==> src/rtl/multicycle_control.sv <==
// Multi-cycle ARMv8-subset control: FETCH/DECODE/EXEC/MEM/WB sequencing with
// variable-latency memory handshakes, dmem timeout trap and retired counter.
//
// state  | meaning
// FETCH  | request instruction, load IR when imem_ready
// DECODE | classify opcode, latch datapath controls
// EXEC   | branches retire here, memory ops go to MEM
// MEM    | hold data request until dmem_ready or timeout
// WB     | register writeback and PC+4
// TRAP   | sticky fault, only reset leaves
module multicycle_control #(
  parameter int OPCODE_W    = 11,
  parameter int RET_W       = 32,
  parameter int MEM_TIMEOUT = 255,
  parameter int TO_W        = 8
) (
  input  logic                i_clk,
  input  logic                i_reset,
  input  logic [OPCODE_W-1:0] i_opcode,
  input  logic                i_zero,
  input  logic                i_imem_ready,
  input  logic                i_dmem_ready,
  output logic                o_imem_req,
  output logic                o_ir_write,
  output logic                o_pc_write,
  output logic                o_pc_src,
  output logic                o_dmem_read,
  output logic                o_dmem_write,
  output logic                o_reg_write,
  output logic                o_reg2loc,
  output logic                o_alusrc,
  output logic                o_mem2reg,
  output logic [3:0]          o_aluop,
  output logic [2:0]          o_signop,
  output logic [2:0]          o_state,
  output logic                o_trap,
  output logic [1:0]          o_trap_cause,
  output logic [RET_W-1:0]    o_retired
);

  typedef enum logic [2:0] {
    S_FETCH  = 3'd0,
    S_DECODE = 3'd1,
    S_EXEC   = 3'd2,
    S_MEM    = 3'd3,
    S_WB     = 3'd4,
    S_TRAP   = 3'd5
  } state_t;

  typedef enum logic [3:0] {
    C_ILL, C_AND, C_ORR, C_ADDR, C_SUBR, C_ADDI, C_SUBI,
    C_MOVZ, C_B, C_CBZ, C_LDUR, C_STUR
  } cls_t;

  state_t           r_state;
  cls_t             r_cls;
  logic [3:0]       r_aluop;
  logic [2:0]       r_signop;
  logic             r_reg2loc;
  logic             r_alusrc;
  logic             r_mem2reg;
  logic             r_trap;
  logic [1:0]       r_trap_cause;
  logic [RET_W-1:0] r_retired;
  logic [TO_W-1:0]  r_to_cnt;

  cls_t       w_cls;
  logic [3:0] w_aluop;
  logic [2:0] w_signop;
  logic       w_reg2loc;
  logic       w_alusrc;
  logic       w_mem2reg;
  logic       w_to_hit;

  // Patterns are mutually exclusive; listed in priority order regardless.
  always_comb begin
    w_cls     = C_ILL;
    w_aluop   = 4'b0000;
    w_signop  = 3'b000;
    w_reg2loc = 1'b0;
    w_alusrc  = 1'b0;
    w_mem2reg = 1'b0;
    casez (i_opcode)
      11'b?0001010???: w_cls = C_AND;
      11'b?0101010???: begin w_cls = C_ORR;  w_aluop = 4'b0001; end
      11'b?0?01011???: begin w_cls = C_ADDR; w_aluop = 4'b0010; end
      11'b?1?01011???: begin w_cls = C_SUBR; w_aluop = 4'b0110; end
      11'b?0?10001???: begin w_cls = C_ADDI; w_aluop = 4'b0010; w_alusrc = 1'b1; end
      11'b?1?10001???: begin w_cls = C_SUBI; w_aluop = 4'b0110; w_alusrc = 1'b1; end
      11'b110100101??: begin
        w_cls    = C_MOVZ;
        w_aluop  = 4'b0111;
        w_alusrc = 1'b1;
        w_signop = {1'b1, i_opcode[1:0]};
      end
      11'b?00101?????: w_cls = C_B;
      11'b?011010????: begin
        w_cls = C_CBZ; w_reg2loc = 1'b1; w_aluop = 4'b0111; w_signop = 3'b011;
      end
      11'b??111000010: begin
        w_cls = C_LDUR; w_alusrc = 1'b1; w_mem2reg = 1'b1;
        w_aluop = 4'b0010; w_signop = 3'b001;
      end
      11'b??111000000: begin
        w_cls = C_STUR; w_reg2loc = 1'b1; w_alusrc = 1'b1;
        w_aluop = 4'b0010; w_signop = 3'b001;
      end
      default: ;
    endcase
  end

  // Counter has seen MEM_TIMEOUT-1 idle cycles; one more idle cycle hits the limit.
  assign w_to_hit = (MEM_TIMEOUT != 0) && (r_to_cnt == TO_W'(MEM_TIMEOUT - 1));

  always_ff @(posedge i_clk) begin
    if (i_reset) begin
      r_state      <= S_FETCH;
      r_cls        <= C_ILL;
      r_aluop      <= '0;
      r_signop     <= '0;
      r_reg2loc    <= 1'b0;
      r_alusrc     <= 1'b0;
      r_mem2reg    <= 1'b0;
      r_trap       <= 1'b0;
      r_trap_cause <= 2'b00;
      r_retired    <= '0;
      r_to_cnt     <= '0;
    end else begin
      case (r_state)
        S_FETCH: if (i_imem_ready) r_state <= S_DECODE;
        S_DECODE: begin
          r_cls     <= w_cls;
          r_aluop   <= w_aluop;
          r_signop  <= w_signop;
          r_reg2loc <= w_reg2loc;
          r_alusrc  <= w_alusrc;
          r_mem2reg <= w_mem2reg;
          if (w_cls == C_ILL) begin
            r_state      <= S_TRAP;
            r_trap       <= 1'b1;
            r_trap_cause <= 2'b01;
          end else begin
            r_state <= S_EXEC;
          end
        end
        S_EXEC: begin
          case (r_cls)
            C_B, C_CBZ: begin
              r_retired <= r_retired + RET_W'(1);
              r_state   <= S_FETCH;
            end
            C_LDUR, C_STUR: r_state <= S_MEM;
            default:        r_state <= S_WB;
          endcase
        end
        S_MEM: begin
          if (i_dmem_ready) begin
            r_to_cnt <= '0;
            if (r_cls == C_LDUR) begin
              r_state <= S_WB;
            end else begin
              r_retired <= r_retired + RET_W'(1);
              r_state   <= S_FETCH;
            end
          end else if (w_to_hit) begin
            r_to_cnt     <= '0;
            r_state      <= S_TRAP;
            r_trap       <= 1'b1;
            r_trap_cause <= 2'b10;
          end else begin
            r_to_cnt <= r_to_cnt + TO_W'(1);
          end
        end
        S_WB: begin
          r_retired <= r_retired + RET_W'(1);
          r_state   <= S_FETCH;
        end
        S_TRAP:  r_state <= S_TRAP;
        default: r_state <= S_FETCH;
      endcase
    end
  end

  // Strobes decode from registered state; forced low while reset is held.
  always_comb begin
    o_imem_req   = 1'b0;
    o_ir_write   = 1'b0;
    o_pc_write   = 1'b0;
    o_pc_src     = 1'b0;
    o_dmem_read  = 1'b0;
    o_dmem_write = 1'b0;
    o_reg_write  = 1'b0;
    if (!i_reset) begin
      case (r_state)
        S_FETCH: begin
          o_imem_req = 1'b1;
          o_ir_write = i_imem_ready;
        end
        S_EXEC: begin
          if (r_cls == C_B) begin
            o_pc_write = 1'b1;
            o_pc_src   = 1'b1;
          end else if (r_cls == C_CBZ) begin
            o_pc_write = 1'b1;
            o_pc_src   = i_zero;
          end
        end
        S_MEM: begin
          o_dmem_read  = (r_cls == C_LDUR);
          o_dmem_write = (r_cls == C_STUR);
          o_pc_write   = (r_cls == C_STUR) && i_dmem_ready;
        end
        S_WB: begin
          o_reg_write = 1'b1;
          o_pc_write  = 1'b1;
        end
        default: ;
      endcase
    end
  end

  assign o_reg2loc    = r_reg2loc;
  assign o_alusrc     = r_alusrc;
  assign o_mem2reg    = r_mem2reg;
  assign o_aluop      = r_aluop;
  assign o_signop     = r_signop;
  assign o_state      = r_state;
  assign o_trap       = r_trap;
  assign o_trap_cause = r_trap_cause;
  assign o_retired    = r_retired;

endmodule
==> config.mk <==
export PLATFORM = sky130hd
export DESIGN_NAME = multicycle_control
export DESIGN_NICKNAME = d
export VERILOG_FILES = /design/src/rtl/multicycle_control.sv
export SDC_FILE = /design/constraint.sdc
export NUM_CORES = 1
export LEC_CHECK = 0
export ABC_AREA = 1
export BUFFER_PORTS_ARGS = -buffer_cell sky130_fd_sc_hd__buf_2
export CORE_MARGIN = 2
export CORE_UTILIZATION = 61
export CTS_BUF_LIST = sky130_fd_sc_hd__clkbuf_4 sky130_fd_sc_hd__clkbuf_8
export CTS_CLUSTER_DIAMETER = 200
export CTS_CLUSTER_SIZE = 28
export DETAILED_ROUTE_END_ITERATION = 16
export PLACE_DENSITY_LB_ADDON = 0.25
export SYNTH_ARGS = -nofsm -noshare
export SYNTH_HDL_FRONTEND = slang
export SYNTH_SLANG_ARGS = --single-unit
==> constraint.sdc <==
create_clock -name i_clk -period 2.8 [get_ports i_clk]
set_input_delay 0.56 -clock i_clk [delete_from_list [all_inputs] [get_ports i_clk]]
set_output_delay 0.56 -clock i_clk [all_outputs]
set_load 0.03 [all_outputs]
==> impl_results.md, run 1 <==
* CTS tree: built
* Crit path time final at about 2.2 ns
* Chip width at 79.6 um
* Final wirelength at roughly 9200 um
* Clock Skew at 0.0120 ns
* Setup crit end kind: output port
* Worst-case clock buffer depth at 2
* Critical path cell sequence: nand3_4 -> inv_2 -> nand4_1 -> a31oi_1 -> buf_2
* Antenna violations before repair at 0
* Worst min path class: register to register
* Routed WL per cell at about 13 um
* Vias per std cell at 5.44
* RSZ-0062 raised after global routing: no
* GP Congestion at just under 1
* Clk Latency, worst-skew pair at 0.35 ns
* Row count at 27
* Final cell utilization of the core at 0.741
* CTS Hold Bufs at 0
* Nets at roughly 640
* Setup tns final at 0 ns
* Cell count after synthesis at around 550
* CP Launch Type: register
* Post-CTS resize count at 0
* Clk sinks at between 50 and 60
* Synth-to-Final Area Change at 17.0%
* Logic gate share of total power at 0.145
* N_diodes at 0
* Initial core utilization at 0.633
* Synthesized cell area at roughly 3500 um2
* Flops & latches, synth at 59
* Clock share of power at 0.412
* Switching Share at 0.294
* Share of layout cells above drive strength 1 at 0.159
* Largest net degree at the start of global routing at 33
* Placed Instances at between 600 and 700
* WP data required at 2.24 ns
* Outcome: finished clean
* Max-Cap Viols at 0
* Drt initial violations at between 200 and 300
* Power Density at about 500 nW/um2
* Die height at 79.6 um
* Peak Freq at 453 MHz
* Int Pwr at 1440 uW
* Net switching power figure at 596 uW
* Vias in the first global route at 3,462
* Seq pwr share at 0.443
* Crit-path max FO at 10
* Slowest-stage cell, CP: dfxtp_1
* Dpl hpwl at between 6000 and 7000 um
* Flop2flop setup slack at ~0.92 ns
* Port bufs at 69
* Final Hold Fails at 0
* First-pass GRT wire length at 15,200 um
* Grt ovf at 0
* Filler cells at ~470
* Number of cells in the finished layout apart from fillers at 699
* Final Setup Violations at 0
* Die area at 6340 um2
* Clock-pin slew on the worst setup and hold paths at approximately 0.070 ns
* Synthesis Warnings at 0
* Post-CTS setup buffers at 0
* GRT Util Overall at 0.301
* Post-route ant nets at 0
* Root buf cell: clkbuf_8
* Critical path arrival at 1.65 ns
* Most frequent cells in the layout: nand2_1 (158), nor2_1 (72), buf_2 (69), inv_1 (63), dfxtp_1 (59)
* Pins Over Slew Limit at 0
* Peak supply drop at 0.000360 V
* Post-synth cell types at 35
* Sequential-to-total area share from yosys stat at 0.339
* TritonRoute pass-1 iters at 5
* Largest stage delay, worst path at roughly 0.48 ns
* # IOs at 71
* Crit Path Class: register to output port
* Mapped Avg Cell Area at roughly 6.3 um2
* Commonest non-fill, non-tap cell in the layout: nand2_1
* Leakage power at 0.00180 uW
* Synthesized Nets at ~570
* CTS H-tree depth at 3
* CTS Buf Count at 9
* Final period utilization at 0.789
* Placeable Area at approximately 5500 um2
* Drt drc at 0
* Via count at 3,802
## layer usage
layer / up-vias / wire (um) / GRT usage
li1: 1908 / - / -
met1: 1697 / 3890 / 0.367
met2: 168 / 4500 / 0.513
met3: 29 / 529 / 0.0486
met4: 0 / 286 / 0.145
met5: - / 0 / 0
## flip-flops by register name, summed over array words and instances (netlist names)
signal and cells:
o_trap 1, o_trap_cause 2, r_to_cnt 8, r_cls 4, o_signop 3, o_reg2loc 1
o_aluop 3, o_state 3, o_retired 32, o_mem2reg 1, o_alusrc 1
## cells by family (layout without fill, tap and decap cells)
logic type / count (synthesis) / after routing / synth area share
AOI/OAI and AO/OA: 80 / 80 / 0.126
adders and majority gates: 3 / 3 / 0.0108
other: 1 / 1 / 0.00108
and+or+nand+nor: 309 / 309 / 0.379
buffers and inverters: 83 / 156 / 0.0965
xor gates and xnor gates: 19 / 19 / 0.0477
DFF: 59 / 59 / 0.339
## final cells by class
type | instances | area, um2 | share of cell area
clock buffer | 12 | 165 | 0.0405
timing repair buffer | 73 | 375 | 0.0920
tap | 72 | 90.1 | 0.0221
multi-input combinational | 412 | 1970 | 0.483
sequential | 59 | 1180 | 0.289
inverter | 67 | 251 | 0.0616
clock inverter | 4 | 47.5 | 0.0116
## cell usage after synthesis (all sizes together)
| library cell | count | area, um2 |
|---|---|---|
| a21boi | 1 | 7.51 |
| a21oi | 48 | 240 |
| a31oi | 4 | 40.0 |
| and2 | 1 | 6.26 |
| and3 | 3 | 18.8 |
| buf | 9 | 58.8 |
| clkbuf | 7 | 26.3 |
| conb | 1 | 3.75 |
| dfxtp | 59 | 1180 |
| ha | 3 | 37.5 |
| inv | 67 | 251 |
| nand2 | 160 | 606 |
| nand3 | 32 | 173 |
| nand3b | 3 | 22.5 |
| nand4 | 11 | 68.8 |
| nor2 | 74 | 288 |
| nor3 | 20 | 105 |
| nor3b | 3 | 22.5 |
| nor4 | 1 | 6.26 |
| o211ai | 6 | 45.0 |
| o21a | 1 | 7.51 |
| o21ai | 20 | 100 |
| or2 | 1 | 6.26 |
| xnor2 | 2 | 17.5 |
| xor2 | 17 | 149 |
## worst max-delay path: cells and delay by family (launching register included)
kind	cells	cell delay, ns
DFF	1	0.48
and+or+nand+nor	2	0.30
buffers and inverters	2	0.37
AOI/OAI and AO/OA	1	0.16
## final timing paths
path                                               start                   endpoint  cells after the start
worst max register to register   o_state[1]$_SDFFE_PP0P_  o_retired[5]$_SDFFE_PP0P_                      8
worst min register to register  o_signop[2]$_SDFFE_PP0N_   o_signop[2]$_SDFFE_PP0N_                      2
worst min-delay path            o_signop[2]$_SDFFE_PP0N_   o_signop[2]$_SDFFE_PP0N_                      2
worst max-delay path             o_state[0]$_SDFFE_PP0P_                 o_pc_write                      5
## metrics by stage
step / power, uW / cell area, um2 / worst slack [ns] / hold WS, ns
2_1_floorplan: 1130 / 3490 / 0.665 / 0.454
3_3_place_gp: 1200 / 3870 / 0.936 / 0.454
3_5_place_dp: 1210 / 3870 / 0.791 / 0.461
4_1_cts: 2030 / 4080 / 0.599 / 0.472
5_1_grt: 2100 / 4080 / 0.513 / 0.492
6_report: 2030 / 4080 / 0.592 / 0.472
## power by group through the flow
stage          Clock (uW)  Sequential [uW]  Combinational [uW]
2_1_floorplan           0              964                 166
3_3_place_gp            0              916                 284
3_5_place_dp            0              917                 293
4_1_cts               840              899                 295
5_1_grt               874              903                 321
6_report              837              900                 295
Power figures use the tool's default switching activity.
==> run 2: changes to the inputs <==
--- a/config.mk
+++ b/config.mk
@@ -8,7 +8,7 @@
 export ABC_AREA = 1
 export BUFFER_PORTS_ARGS = -buffer_cell sky130_fd_sc_hd__buf_2
 export CORE_MARGIN = 2
-export CORE_UTILIZATION = 61
+export CORE_UTILIZATION = 52
 export CTS_BUF_LIST = sky130_fd_sc_hd__clkbuf_4 sky130_fd_sc_hd__clkbuf_8
 export CTS_CLUSTER_DIAMETER = 200
 export CTS_CLUSTER_SIZE = 28
==> constraint.sdc (replaced) <==
create_clock -name i_clk -period 1.85 [get_ports i_clk]
set_input_delay 0.37 -clock i_clk [delete_from_list [all_inputs] [get_ports i_clk]]
set_output_delay 0.37 -clock i_clk [all_outputs]
set_load 0.03 [all_outputs]
==> impl_results.md, run 2 (synthesis results as in run 1) <==
* GRT Util Overall at 0.256 (was 0.301)
* Net switching power figure at 912 uW (was 596 uW)
* Area after DPL at 3980 um2 (was 3870 um2)
* Post-route ant nets at 0 (unchanged)
* Buf/Inv on CP at 3 (was 2)
* Vias in the first global route at 3,504 (was 3,462)
* Non-Filler Cell Area, Final at 4350 um2 (was 4080 um2)
* Leakage power at 0.00192 uW (was 0.00180 uW)
* RSZ-0062 raised after global routing: yes (was no)
* Clk Latency, worst-skew pair at 0.35 ns (about the same)
* CTS Buf Count at 9 (unchanged)
* Share of layout cells above drive strength 1 at 0.197 (was 0.159)
* Nets at 658 (was 641)
* Root buf cell: clkbuf_8 (unchanged)
* Worst-case clock buffer depth at 2 (unchanged)
* Commonest non-fill, non-tap cell in the layout: nand2_1 (unchanged)
* Placeable Area at 6420 um2 (was 5510 um2)
* # IOs at 71 (unchanged)
* Worst min path class: input pin to register (was register to register)
* Hold_ws at 0.315 ns (was 0.472 ns)
* Critical path cell sequence: inv_4 -> nand3_4 -> clkinv_4 -> nand4_1 -> a31oi_4 -> buf_6 (was nand3_4 -> inv_2 -> nand4_1 -> a31oi_1 -> buf_2)
* GP Congestion at 0.946 (was 0.971)
* Largest net degree at the start of global routing at 34 (was 33)
* Filler cells at 578 (was 471)
* Reg2reg path depth at 11 (was 8)
* Grt ovf at 0 (unchanged)
* Synth-to-Final Area Change at 24.6% (was 17.0%)
* Hold endpoint: o_signop[1]$_SDFFE_PP0N_ (was o_signop[2]$_SDFFE_PP0N_)
* Crit path time final at 1.84 ns
* Initial core utilization at 0.543 (was 0.633)
* Flop2flop setup slack at 0.15 ns (was 0.92 ns)
* Outcome: finished clean (unchanged)
* Reg2reg start: o_state[1]$_SDFFE_PP0P_ (unchanged)
* WP data required at 1.48 ns (was 2.24 ns)
* Most frequent cells in the layout: nand2_1 (156), nor2_1 (71), buf_2 (66), inv_1 (63), dfxtp_1 (55) (was nand2_1 (158), nor2_1 (72), buf_2 (69), inv_1 (63), dfxtp_1 (59))
* Final Setup Violations at 0 (unchanged)
* CTS H-tree depth at 3 (unchanged)
* Area of the multi-input gates at 2010 um2 (was 1970 um2)
* Port bufs at 69 (unchanged)
* Peak supply drop at 0.000478 V (was 0.000360 V)
* Number of cells in the finished layout apart from fillers at 721 (was 699)
* CTS tree: built (unchanged)
* Worst r2r dst: o_retired[8]$_SDFFE_PP0P_ (was o_retired[5]$_SDFFE_PP0P_)
* Setup crit end kind: output port (unchanged)
* Drt initial violations at 202 (was 275)
* FF/Latch Area at 1190 um2 (was 1180 um2)
* Peak Freq at 543 MHz
* Clock-pin slew on the worst setup and hold paths at 0.07 ns (about the same)
* Max-Cap Viols at 0 (unchanged)
* Clock share of power at 0.421 (was 0.412)
* Slowest-stage cell, CP: dfxtp_4 (was dfxtp_1)
* Crit-path max FO at 5 (was 10)
* Clk sinks at 59 (unchanged)
* Clock Skew at 0.0111 ns (was 0.0120 ns)
* Worst hold start: i_opcode[1] (was o_signop[2]$_SDFFE_PP0N_)
* N_diodes at 0 (unchanged)
* Logic gate share of total power at 0.156 (was 0.145)
* Via count at 3,818 (was 3,802)
* Routed WL per cell at 13.0 um (was 13.2 um)
* Final wirelength at 9390 um (was 9200 um)
* Die area at 7380 um2 (was 6340 um2)
* Int Pwr at 2310 uW (was 1440 uW)
* Vias per std cell at 5.30 (was 5.44)
* Critical path arrival at 1.47 ns (was 1.65 ns)
* Crit Path Class: register to output port (unchanged)
* Die height at 85.9 um (was 79.6 um)
* Hold Crit Depth at 3 (was 2)
* Antenna violations before repair at 0 (unchanged)
* Total power at 3230 uW (was 2030 uW)
* TritonRoute pass-1 iters at 5 (unchanged)
* Placed Instances at 698 (was 683)
* Delay-heaviest family, CP: flip-flops (unchanged)
* Largest stage delay, worst path at 0.37 ns (was 0.48 ns)
* Row count at 29 (was 27)
* CTS Hold Bufs at 0 (unchanged)
* Drt drc at 0 (unchanged)
* Final Hold Fails at 0 (unchanged)
* Switching Share at 0.283 (was 0.294)
* CP Launch Type: register (unchanged)
* Dpl hpwl at 6730 um (was 6740 um)
* Max reg flops at 32 (unchanged)
* Chip width at 85.9 um (was 79.6 um)
* Final period utilization at 0.995
* First-pass GRT wire length at 15,200 um (about the same)
* Power Density at 742 nW/um2 (was 498 nW/um2)
* Pins Over Slew Limit at 0 (unchanged)
* Seq pwr share at 0.423 (was 0.443)
-- run 2: how the worst max path moves through the flow --
stage / startpoint / end / slack (ns) / depth (start not counted)
finish: o_state[2]$_SDFFE_PP0P_ / o_pc_write / 0.009 / 6
global route: r_cls[2]$_SDFFE_PP0N_ / o_pc_write / -0.04 / 6
CTS: o_state[1]$_SDFFE_PP0P_ / o_pc_write / 0.002 / 5
detailed placement: o_state[0]$_SDFFE_PP0P_ / o_pc_write / 0.17 / 5
global placement: i_opcode[6] / o_state[2]$_SDFFE_PP0P_ / 0.18 / 10
floorplan: o_state[0]$_SDFFE_PP0P_ / o_dmem_read / 0.05 / 4
-- run 2: repair_timing --
item	in CTS	in global routing
gates resized for setup	5	21
setup endpoints to repair	5	13
buffers inserted	2	5
pin swaps	1	7
-- run 2: layer usage --
metal  track usage  share of wire
met4         0.120          0.027
met5             0              0
met3        0.0597          0.057
met1         0.306           0.44
met2         0.434           0.48
-- run 2: worst reg2reg max path, delay by kind of cell (launching register included) --
kind	cells	cell delay, ns
and+or+nand+nor	6	0.62
buffers and inverters	4	0.50
DFF	1	0.38
AOI/OAI and AO/OA	1	0.13
-- run 2: layout make-up --
type | count | share of cell area
Tap cell | 77 | 0.0222
Sequential cell | 59 | 0.275
Inverter | 67 | 0.0596
Clock buffer | 11 | 0.0348
Timing Repair Buffer | 90 | 0.128
Multi-Input combinational cell | 412 | 0.464
Clock inverter | 5 | 0.0173
-- run 2: metrics by stage --
stage / setup TNS [ns] / utilization / setup slack (ns)
floorplan: 0 / - / 0.0508
global placement: 0 / 0.620 / 0.181
detailed placement: 0 / 0.620 / 0.170
CTS: 0 / 0.659 / 0.00178
global route: -0.0497 / 0.677 / -0.0367
finish: 0 / 0.677 / 0.00902
-- run 2: power by group through the flow --
| stage | logic [uW] | clock network, uW | registers [uW] |
|---|---|---|---|
| finish | 504 | 1360 | 1360 |
| global route | 552 | 1420 | 1370 |
| CTS | 478 | 1360 | 1360 |
| detailed placement | 470 | 0 | 1390 |
| global placement | 468 | 0 | 1390 |
| floorplan | 252 | 0 | 1460 |
==> run 3: changes to the inputs <==
==> constraint.sdc (replaced) <==
create_clock -name i_clk -period 1.85 [get_ports i_clk]
set_input_delay 0.0925 -clock i_clk [delete_from_list [all_inputs] [get_ports i_clk]]
set_output_delay 0.0925 -clock i_clk [all_outputs]
set_load 0.03 [all_outputs]
==> impl_results.md, run 3 (synthesis results as in run 1) <==
* Outcome: finished clean (unchanged)
* GRT Util Overall at 0.265 (was 0.256)
* Vias in the first global route at 3,603 (was 3,504)
* Pins Over Slew Limit at 0 (unchanged)
* Post-route ant nets at 0 (unchanged)
* Commonest non-fill, non-tap cell in the layout: nand2_1 (unchanged)
* Clock Skew at 0.0137 ns (was 0.0111 ns)
* Port bufs at 69 (unchanged)
* Final Hold Fails at 0 (unchanged)
* Crit Path Class: register to output port (unchanged)
* Setup crit end kind: output port (unchanged)
* Clk sinks at 59 (unchanged)
* Grt ovf at 0 (unchanged)
* Met1 usage at 0.318 (was 0.306)
* Routed WL per cell at 13.1 um (was 13.0 um)
* Die height at 85.9 um (unchanged)
* Grt met3 use at 0.0635 (was 0.0597)
* Setup crit end: o_pc_write (unchanged)
* Nets at 646 (was 658)
* Crit-path max FO at 10 (was 5)
* CTS tree: built (unchanged)
* Via count at 3,785 (was 3,818)
* Clock-pin slew on the worst setup and hold paths at 0.07 ns (about the same)
* Final period utilization at 0.918 (was 0.995)
* Power Density at 765 nW/um2 (was 742 nW/um2)
* CTS Hold Bufs at 0 (unchanged)
* First-pass GRT wire length at 15,800 um (was 15,200 um)
* N_diodes at 0 (unchanged)
* CTS Buf Count at 9 (unchanged)
* GP Congestion at 0.977 (was 0.946)
* TritonRoute pass-1 iters at 5 (unchanged)
* FF/Latch Area at 1180 um2 (was 1190 um2)
* Layer with the highest usage: met2 (unchanged)
* Leakage power at 0.00184 uW (was 0.00192 uW)
* Chip width at 85.9 um (unchanged)
* Area of the multi-input gates at 1970 um2 (was 2010 um2)
* Post-CTS setup buffers at 0 (was 2)
* Largest net degree at the start of global routing at 33 (was 34)
* Initial core utilization at 0.543 (unchanged)
* Synth-to-Final Area Change at 19.5% (was 24.6%)
* Die area at 7380 um2 (unchanged)
* Flop2flop setup slack at 0.20 ns (was 0.15 ns)
* Reg2reg start: o_retired[6]$_SDFFE_PP0P_ (was o_state[1]$_SDFFE_PP0P_)
* Setup crit start: o_state[2]$_SDFFE_PP0P_ (unchanged)
* Most frequent cells in the layout: nand2_1 (158), nor2_1 (71), buf_2 (68), inv_1 (63), dfxtp_1 (56) (was nand2_1 (156), nor2_1 (71), buf_2 (66), inv_1 (63), dfxtp_1 (55))
* CP Launch Type: register (unchanged)
* Setup tns final at 0 ns (unchanged)
* Final wirelength at 9270 um (was 9390 um)
* Crit path time final at 1.70 ns (was 1.84 ns)
* Critical path arrival at 1.61 ns (was 1.47 ns)
* Placeable Area at 6420 um2 (unchanged)
* Worst-case clock buffer depth at 2 (unchanged)
* Peak supply drop at 0.000574 V (was 0.000478 V)
* Final cell utilization of the core at 0.649 (was 0.677)
* CTS H-tree depth at 3 (unchanged)
* Worst r2r dst: o_retired[25]$_SDFFE_PP0P_ (was o_retired[8]$_SDFFE_PP0P_)
* Max-Cap Viols at 0 (unchanged)
* Vias per std cell at 5.34 (was 5.30)
* Clk Latency, worst-skew pair at 0.34 ns (was 0.35 ns)
* Peak Freq at 589 MHz (was 543 MHz)
* RSZ-0062 raised after global routing: no (was yes)
* Hold_ws at 0.0392 ns (was 0.315 ns)
* # IOs at 71 (unchanged)
* Share of layout cells above drive strength 1 at 0.172 (was 0.197)
* Worst min path class: input pin to register (unchanged)
* Drt initial violations at 244 (was 202)
* Post-CTS resize count at 0 (was 5)
* Drt drc at 0 (unchanged)
* Met2 usage at 0.453 (was 0.434)
* Row count at 29 (unchanged)
* Root buf cell: clkbuf_8 (unchanged)
* Max reg flops at 32 (unchanged)
* Reg2reg path depth at 8 (was 11)
* Dpl hpwl at 6920 um (was 6730 um)
* WP data required at 1.76 ns (was 1.48 ns)
* Antenna violations before repair at 0 (unchanged)
* Filler cells at 610 (was 578)
* Final Setup Violations at 0 (unchanged)
[run 3: routing by layer]
layer  up-vias  routed length (um)  share of wire
met5         -                   0              0
met4         0                 244          0.026
met3        22                 602          0.065
met2       149                4480           0.48
met1      1697                3940           0.43
li1       1917                   -              -
[run 3: worst min path at each step]
| stage | start | to | cells after the start |
|---|---|---|---|
| after floorplan | i_opcode[1] | o_signop[1]$_SDFFE_PP0N_ | 2 |
| after global placement | i_opcode[1] | o_signop[1]$_SDFFE_PP0N_ | 3 |
| after detailed placement | i_opcode[1] | o_mem2reg$_SDFFE_PP0N_ | 3 |
| after CTS | i_opcode[1] | o_signop[1]$_SDFFE_PP0N_ | 3 |
| after global routing | i_opcode[1] | o_signop[1]$_SDFFE_PP0N_ | 3 |
| final | i_opcode[1] | o_signop[1]$_SDFFE_PP0N_ | 3 |
[run 3: area by class of cell]
class	instances	area share
multi-input cells	412	0.473
inverters	67	0.0609
well taps	77	0.0231
flip-flops and latches	59	0.284
clock buffers	12	0.0381
clock inverters	4	0.0174
repair buffers	78	0.103
[run 3: through the flow]
stage               instances  worst slack, ns  power (uW)  cell area [um2]
finish                    709            0.152        3190             4170
global route              709           0.0209        3330             4170
CTS                       709           0.0880        3200             4160
detailed placement        693            0.164        1840             3930
global placement          693            0.223        1830             3930
floorplan                 554            0.132        1710             3490
[run 3: critical path, stage by stage, from the launching register on]
cell	delay, ns
dfxtp_2	0.37
inv_2	0.09
nand3_4	0.14
inv_2	0.15
nand4_1	0.09
a31oi_1	0.19
clkbuf_4	0.23
[run 3: where the power goes]
group          internal [uW]  switching (uW)
combinational            141             320
sequential              1320            41.0
clock                    845             519
total                   2310             880
